File: src/rtl/game_timer_if.sv
// Handshake bundle between the level FSM and the game timer.
//   menuScreen, winScreen, playerDied, pause_btn : level FSM -> timer controls
//   game_time, tick, stage_strobe, stage_idx, paused : timer -> level sequencer
// master: the level side (drives controls, reads timing)
// slave : the timer side
interface game_timer_if #(
  parameter int TIME_W = 16
);
  logic              menuScreen;
  logic              winScreen;
  logic              playerDied;
  logic              pause_btn;
  logic [TIME_W-1:0] game_time;
  logic              tick;
  logic              stage_strobe;
  logic [4:0]        stage_idx;
  logic              paused;

  modport master (
    output menuScreen, winScreen, playerDied, pause_btn,
    input  game_time, tick, stage_strobe, stage_idx, paused
  );

  modport slave (
    input  menuScreen, winScreen, playerDied, pause_btn,
    output game_time, tick, stage_strobe, stage_idx, paused
  );
endinterface

File: src/rtl/game_timer_gen.sv
// game_timer_gen: elapsed game-time counter for the level sequencer.
// Counts prescaled ticks only while a level is active; freezes on menu/win,
// pauses on pause-button rising edges and restarts at 0 behind a respawn hold
// after a death. Also emits stage boundary strobes and a saturating stage index.
// Ports:
//   clk    system clock
//   reset  asynchronous, active-high
//   bus    game_timer_if.slave (controls in, game_time/tick/stage_strobe/
//          stage_idx/paused out; all outputs registered)
module game_timer_gen #(
  parameter int TICK_DIV   = 2_500_000,
  parameter int STAGE_LEN  = 125,
  parameter int DEATH_HOLD = 20,
  parameter int TIME_W     = 16
) (
  input logic         clk,
  input logic         reset,
  game_timer_if.slave bus
);

  localparam int PW = (TICK_DIV   > 1) ? $clog2(TICK_DIV)   : 1;
  localparam int SW = (STAGE_LEN  > 1) ? $clog2(STAGE_LEN)  : 1;
  localparam int HW = (DEATH_HOLD > 1) ? $clog2(DEATH_HOLD) : 1;

  localparam logic [PW-1:0]     PRESC_TC = PW'(TICK_DIV - 1);
  localparam logic [SW-1:0]     SUB_TC   = SW'(STAGE_LEN - 1);
  localparam logic [HW-1:0]     HOLD_TC  = HW'(DEATH_HOLD - 1);
  localparam logic [TIME_W-1:0] TIME_MAX = '1;
  localparam logic [4:0]        IDX_MAX  = 5'd31;

  typedef enum logic [2:0] {IDLE, RUN, PAUSED, HOLD, DONE} state_t;

  state_t            state;
  logic [PW-1:0]     presc;
  logic [SW-1:0]     sub;       // game_time modulo STAGE_LEN
  logic [HW-1:0]     hold_cnt;  // ticks spent in the respawn hold
  logic              pause_q;
  logic [TIME_W-1:0] game_time;
  logic [4:0]        stage_idx;
  logic              tick;
  logic              stage_strobe;
  logic              paused;

  logic pause_edge;
  logic presc_tc;
  logic active;

  assign pause_edge = bus.pause_btn & ~pause_q;
  assign presc_tc   = (presc == PRESC_TC);
  assign active     = (state == RUN) || (state == PAUSED);

  always_ff @(posedge clk or posedge reset) begin
    if (reset) begin
      state        <= IDLE;
      presc        <= '0;
      sub          <= '0;
      hold_cnt     <= '0;
      pause_q      <= 1'b0;
      game_time    <= '0;
      stage_idx    <= '0;
      tick         <= 1'b0;
      stage_strobe <= 1'b0;
      paused       <= 1'b0;
    end else begin
      pause_q      <= bus.pause_btn;
      tick         <= 1'b0;
      stage_strobe <= 1'b0;

      if (bus.menuScreen) begin
        state     <= IDLE;
        presc     <= '0;
        sub       <= '0;
        hold_cnt  <= '0;
        game_time <= '0;
        stage_idx <= '0;
        paused    <= 1'b0;
      end else if (bus.playerDied && (active || state == HOLD)) begin
        // Re-entering HOLD on every cycle the level stays high restarts the hold.
        state     <= HOLD;
        presc     <= '0;
        sub       <= '0;
        hold_cnt  <= '0;
        game_time <= '0;
        stage_idx <= '0;
        paused    <= 1'b0;
      end else if (bus.winScreen && active) begin
        state  <= DONE;
        paused <= 1'b0;
      end else begin
        case (state)
          IDLE: begin
            if (!bus.winScreen) state <= RUN;
          end
          RUN: begin
            // A pause edge beats a terminal count: the prescaler stays put and
            // the tick fires on the first counting cycle after resume.
            if (pause_edge) begin
              state  <= PAUSED;
              paused <= 1'b1;
            end else if (presc_tc) begin
              presc <= '0;
              tick  <= 1'b1;
              if (game_time != TIME_MAX) begin
                game_time <= game_time + 1'b1;
                if (sub == SUB_TC) begin
                  sub          <= '0;
                  stage_strobe <= 1'b1;
                  if (stage_idx != IDX_MAX) stage_idx <= stage_idx + 1'b1;
                end else begin
                  sub <= sub + 1'b1;
                end
              end
            end else begin
              presc <= presc + 1'b1;
            end
          end
          PAUSED: begin
            if (pause_edge) begin
              state  <= RUN;
              paused <= 1'b0;
            end
          end
          HOLD: begin
            // Ticks are counted but never shown; game_time sits at 0.
            if (presc_tc) begin
              presc <= '0;
              if (hold_cnt == HOLD_TC) begin
                hold_cnt <= '0;
                state    <= RUN;
              end else begin
                hold_cnt <= hold_cnt + 1'b1;
              end
            end else begin
              presc <= presc + 1'b1;
            end
          end
          DONE: begin
          end
          default: state <= IDLE;
        endcase
      end
    end
  end

  assign bus.game_time    = game_time;
  assign bus.tick         = tick;
  assign bus.stage_strobe = stage_strobe;
  assign bus.stage_idx    = stage_idx;
  assign bus.paused       = paused;

endmodule

File: src/flat_wrapper.sv
// flat-port wrapper written by rule: the top's interface ports become plain ports
module game_timer_gen_flat 
#(
  parameter int TICK_DIV   = 2_500_000,
  parameter int STAGE_LEN  = 125,
  parameter int DEATH_HOLD = 20,
  parameter int TIME_W     = 16
)
  (clk, reset, bus_menuScreen, bus_winScreen, bus_playerDied, bus_pause_btn, bus_game_time, bus_tick, bus_stage_strobe, bus_stage_idx, bus_paused);
  game_timer_if #(.TIME_W(TIME_W)) bus_i ();
  input logic clk;
  input logic reset;
  input wire logic [$bits(bus_i.menuScreen)-1:0] bus_menuScreen;
  input wire logic [$bits(bus_i.winScreen)-1:0] bus_winScreen;
  input wire logic [$bits(bus_i.playerDied)-1:0] bus_playerDied;
  input wire logic [$bits(bus_i.pause_btn)-1:0] bus_pause_btn;
  output wire logic [$bits(bus_i.game_time)-1:0] bus_game_time;
  output wire logic [$bits(bus_i.tick)-1:0] bus_tick;
  output wire logic [$bits(bus_i.stage_strobe)-1:0] bus_stage_strobe;
  output wire logic [$bits(bus_i.stage_idx)-1:0] bus_stage_idx;
  output wire logic [$bits(bus_i.paused)-1:0] bus_paused;
  assign bus_i.menuScreen = bus_menuScreen;
  assign bus_i.winScreen = bus_winScreen;
  assign bus_i.playerDied = bus_playerDied;
  assign bus_i.pause_btn = bus_pause_btn;
  assign bus_game_time = bus_i.game_time;
  assign bus_tick = bus_i.tick;
  assign bus_stage_strobe = bus_i.stage_strobe;
  assign bus_stage_idx = bus_i.stage_idx;
  assign bus_paused = bus_i.paused;
  game_timer_gen #(.TICK_DIV(TICK_DIV), .STAGE_LEN(STAGE_LEN), .DEATH_HOLD(DEATH_HOLD), .TIME_W(TIME_W)) u_core (.clk(clk), .reset(reset), .bus(bus_i));
endmodule
File: config.mk
export PLATFORM = sky130hd
export DESIGN_NAME = game_timer_gen_flat
export DESIGN_NICKNAME = d
export VERILOG_FILES = /design/src/rtl/game_timer_if.sv /design/src/rtl/game_timer_gen.sv /design/src/flat_wrapper.sv
export SDC_FILE = /design/constraint.sdc
export NUM_CORES = 1
export LEC_CHECK = 0
export CAP_MARGIN = 20
export CORE_ASPECT_RATIO = 0.75
export CORE_MARGIN = 3
export CORE_UTILIZATION = 50
export CTS_BUF_LIST = sky130_fd_sc_hd__clkbuf_16
export DETAILED_ROUTE_END_ITERATION = 10
export GPL_ROUTABILITY_DRIVEN = 0
export PLACE_DENSITY = 0.83
export RECOVER_POWER = 50
export SLEW_MARGIN = 5
export SYNTH_ARGS = -nofsm -noshare
export SYNTH_HDL_FRONTEND = slang
export SYNTH_SLANG_ARGS = --single-unit
File: constraint.sdc
create_clock -name clk -period 6.5 [get_ports clk]
set_clock_uncertainty 0.15 [all_clocks]
set_input_delay 0.65 -clock clk [delete_from_list [all_inputs] [get_ports clk]]
set_output_delay 0.65 -clock clk [all_outputs]
set_load 0.02 [all_outputs]
==> reports/metrics.sh <==
CLOCK_TREE.HTREE_LEVEL_COUNT=3
POST_SYNTH_MAIN_AREA_CONTRIBUTORS='sky130_fd_sc_hd__dfrtp_1 46%, sky130_fd_sc_hd__nor2_1 6.4%, sky130_fd_sc_hd__xnor2_1 4.9%'
SYNTH.YOSYS.SEQ_AREA_SHARE=0.456
NUMCTSBUFFERS=9
GLOBALROUTEOVERFLOWTOTAL=0
DIE_AREA_UM2=7850
REPORT.FINAL.HOLD_VIOL_COUNT=0
SETUP.WORST_PATH.END_CLASS='async pin'
RSZ0062_AT_GRT='false'
CLK-INSERTION-DELAY-LATE_NS=0.33
VDD.IR_DROP.WORST_mV=0.201
DRT_ITER0_DRC=228
GRT.MET3_USAGE=0.0620
SYN_NETS=396
WORST-PATH-MAX-FANOUT=62
WORST_SETUP_HOLD_PATH_CLK_SLEW_NS=0.05
BOUNDARYPINS=30
1ST_PASS_ROUTER_ITERATIONS=4
CTS.ROOT.BUFFER_CELL='sky130_fd_sc_hd__clkbuf_16'
POST_ROUTE_CELLS_DRIVE_ABOVE_1_SHARE=0.0458
SYN-CELL-AREA_UM2=3400
NETLIST.TOP_CELL.BY_AREA='sky130_fd_sc_hd__dfrtp_1'
GROUTE.LAYER.MET2.USAGE=0.329
HOLD_BUFFERS_POST_CTS=0
SETUP-VIOLATIONS-FINAL=0
CORE.ROWCOUNT=25
POST_CTS.REPAIR.SETUP_BUFFERS=0
CTS_TREE='yes'
SYN-MEAN-INSTANCE-AREA_UM2=8.89
FINAL_CELL_AREA_UM2=4000
FMAXACHIEVABLE_MHz=248
GRT.MET1_USAGE=0.290
LAYOUTNONFILLERINSTCOUNT=496
VIOLATIONS='max-capacitance violations, max-slew violations'
DP_HPWL_UM=5230
TIMING.CRITICAL_PATH.REQUIRED_NS=6.04
DRT-TOTAL-WL_UM=8120
FINALHOLDWORSTSLACK_NS=0.397
ASYNC_RESET_FF_FRAC=1.00
SYNTHESIZED_INSTANCE_COUNT=383
VIAS_PER_CELL=6.05
CLKSINKCOUNT=62
TIMING.SLEW.HEADROOM=-1.20
NUMBER_OF_GLOBAL_ROUTE_VIAS_BEFORE_REPAIR=2832
WORST-SLEW-PIN-TRANSITION_NS=3.30
SYNTH.YOSYS.WARNINGS=0
FIN_TNS_SETUP_NS=0
FILLERS=540
NUM_VIAS=2999
SYNTHTOLAYOUTAREAGROWTH_PCT=17.6
FP.DIEW_UM=101
NETLIST.AREA_LEADER.SHARE=0.456
FINAL_CELL_MIX='62 x sky130_fd_sc_hd__dfrtp_1, 58 x sky130_fd_sc_hd__nor2_1, 36 x sky130_fd_sc_hd__nand2_1'
CLOCK_PATH_BUFFERS=2
LAYOUT_COMMONEST_CELL='sky130_fd_sc_hd__dfrtp_1'
GR-MAX-USAGE-LAYER='met2'
GRT_PASS1_WL_UM=13500
LEAKAGEPOWER_uW=0.00165
GRT_USAGE=0.217
HP-CLASS='reg2reg'
CRIT_ARRIVAL_NS=3.57
BUFFER_PORTS.INSERTED=29
POST-ROUTE-DRC-COUNT=0
VERTICAL_DIE_DIMENSION_UM=77.5
NUMPLACEDINSTANCES=480
MAX_CAP_VIOLATIONS=1
PERIOD_SHARE=0.621
CP_STARTPOINT_KIND='input port'
FINALMAXSLEWVIOLATIONS=63
GRT_MAX_DEGREE=63
FLOORPLAN.INITIALDENSITY=0.528
GRT_ANTENNA_BEFORE_REPAIR=0
FINAL.MIN_CLOCK_PERIOD_NS=4.03
PWR_DENSITY_CELL_nW_PER_UM2=233
POST_SYNTH_NUM_CELL_TYPES=47
POST_CTS_RESIZED=0
SYNTH_EDF_COUNT=0
SYNTH-SEQ-CELLS=62
NETS_FINISH=424
FP.COREAREA_UM2=6440
DIODE_INSERTION_COUNT_FOR_ANTENNA_REPAIR=0
ROUTE.DETAILED.WL_PER_INST_UM=16.4
CRIT_TYPE='in2async'
OUTCOME='finished with violations'
DOMINANTREGCELLSYNTH='sky130_fd_sc_hd__dfrtp_1'
FINAL_ANTENNA_NET_COUNT=0
DPL_CELL_AREA_UM2=3750
synthesized netlist by cell type, drive strengths merged, types with 3 or more instances:
cell type and n:
a31oi 4, nor2b 5, nor4 9, clkbuf 10, mux2i 3, nor2 58
and3 9, a21oi 16, ha 7, dfrtp 62, o21a 3, inv 9
nand2b 4, nor3 13, xnor2 19, nand4 10, buf 5, nand3 24
xor2 14, or4 7, and2 4, nor4b 3, or3 9, a311oi 3
o21ai 15, nand2 36
power breakdown:
part	internal (µW)	switching [µW]
Clock	247	155
Sequential	395	17.9
Combinational	39.3	79.8
Total	681	253
metrics by stage:
step | power [µW] | worst slack, ns | util
after floorplan | 505 | 3.57 | -
after global placement | 530 | 2.95 | 0.582
after detailed placement | 534 | 2.80 | 0.582
after CTS | 935 | 3.11 | 0.621
after global routing | 971 | 1.85 | 0.621
final | 934 | 2.47 | 0.621
path summary, 6_finish.rpt:
kind	cells after the start	startpoint	slack, ns	endpoint
max in group clk	6	bus_winScreen	2.93	u_core.bus.stage_idx[3]
max	3	reset	2.47	u_core.bus.game_time[3]
max reg2reg	6	u_core.presc[15]	3.19	u_core.sub[5]
min reg2reg	1	u_core.sub[6]	0.40	u_core.sub[6]
min in group asynchronous	3	reset	1.89	u_core.presc[15]
min	1	u_core.sub[6]	0.40	u_core.sub[6]
per-layer routing:
| layer | vias up | wire length (µm) |
|---|---|---|
| met2 | 114 | 3750 |
| met5 | - | 0 |
| met4 | 0 | 168 |
| li1 | 1418 | - |
| met3 | 23 | 594 |
| met1 | 1444 | 3600 |
state kept, by name, indices dropped and copies added, names as in the netlist:
| name | cells |
|---|---|
| u_core.presc | 22 |
| u_core.bus.paused | 1 |
| u_core.hold_cnt | 5 |
| u_core.bus.tick | 1 |
| u_core.pause_q | 1 |
| u_core.bus.stage_strobe | 1 |
| u_core.bus.stage_idx | 5 |
| u_core.state | 3 |
| u_core.bus.game_time | 16 |
| u_core.sub | 7 |
logic make-up (layout without fill, tap and decap cells):
group                    Yosys count  after routing  share of synthesized area
AND/OR/NAND/NOR                  200            200                      0.298
flip-flops                        62             62                      0.456
AO/OA/AOI/OAI                     54             54                     0.0992
XOR/XNOR                          33             33                     0.0849
buffers and inverters             24             56                     0.0272
adder cells (fa/ha/maj)            7              7                     0.0257
multiplexers                       3              3                    0.00882
worst max-delay path, cell delays in order:
cell and delay (ns):
sky130_fd_sc_hd__dlygate4sd3_1 0.54, sky130_fd_sc_hd__clkinv_1 0.04, sky130_fd_sc_hd__clkbuf_1 2.33
layout make-up:
class                   count  area [µm²]  area share
clock buffers               9         225      0.0563
clock inverters             6        22.5     0.00563
inverters                   9        33.8     0.00844
multi-input cells         297        1760       0.440
flip-flops and latches     62        1550       0.388
well taps                  81         101      0.0253
repair buffers             32         309      0.0772
Power figures use the tool's default switching activity.
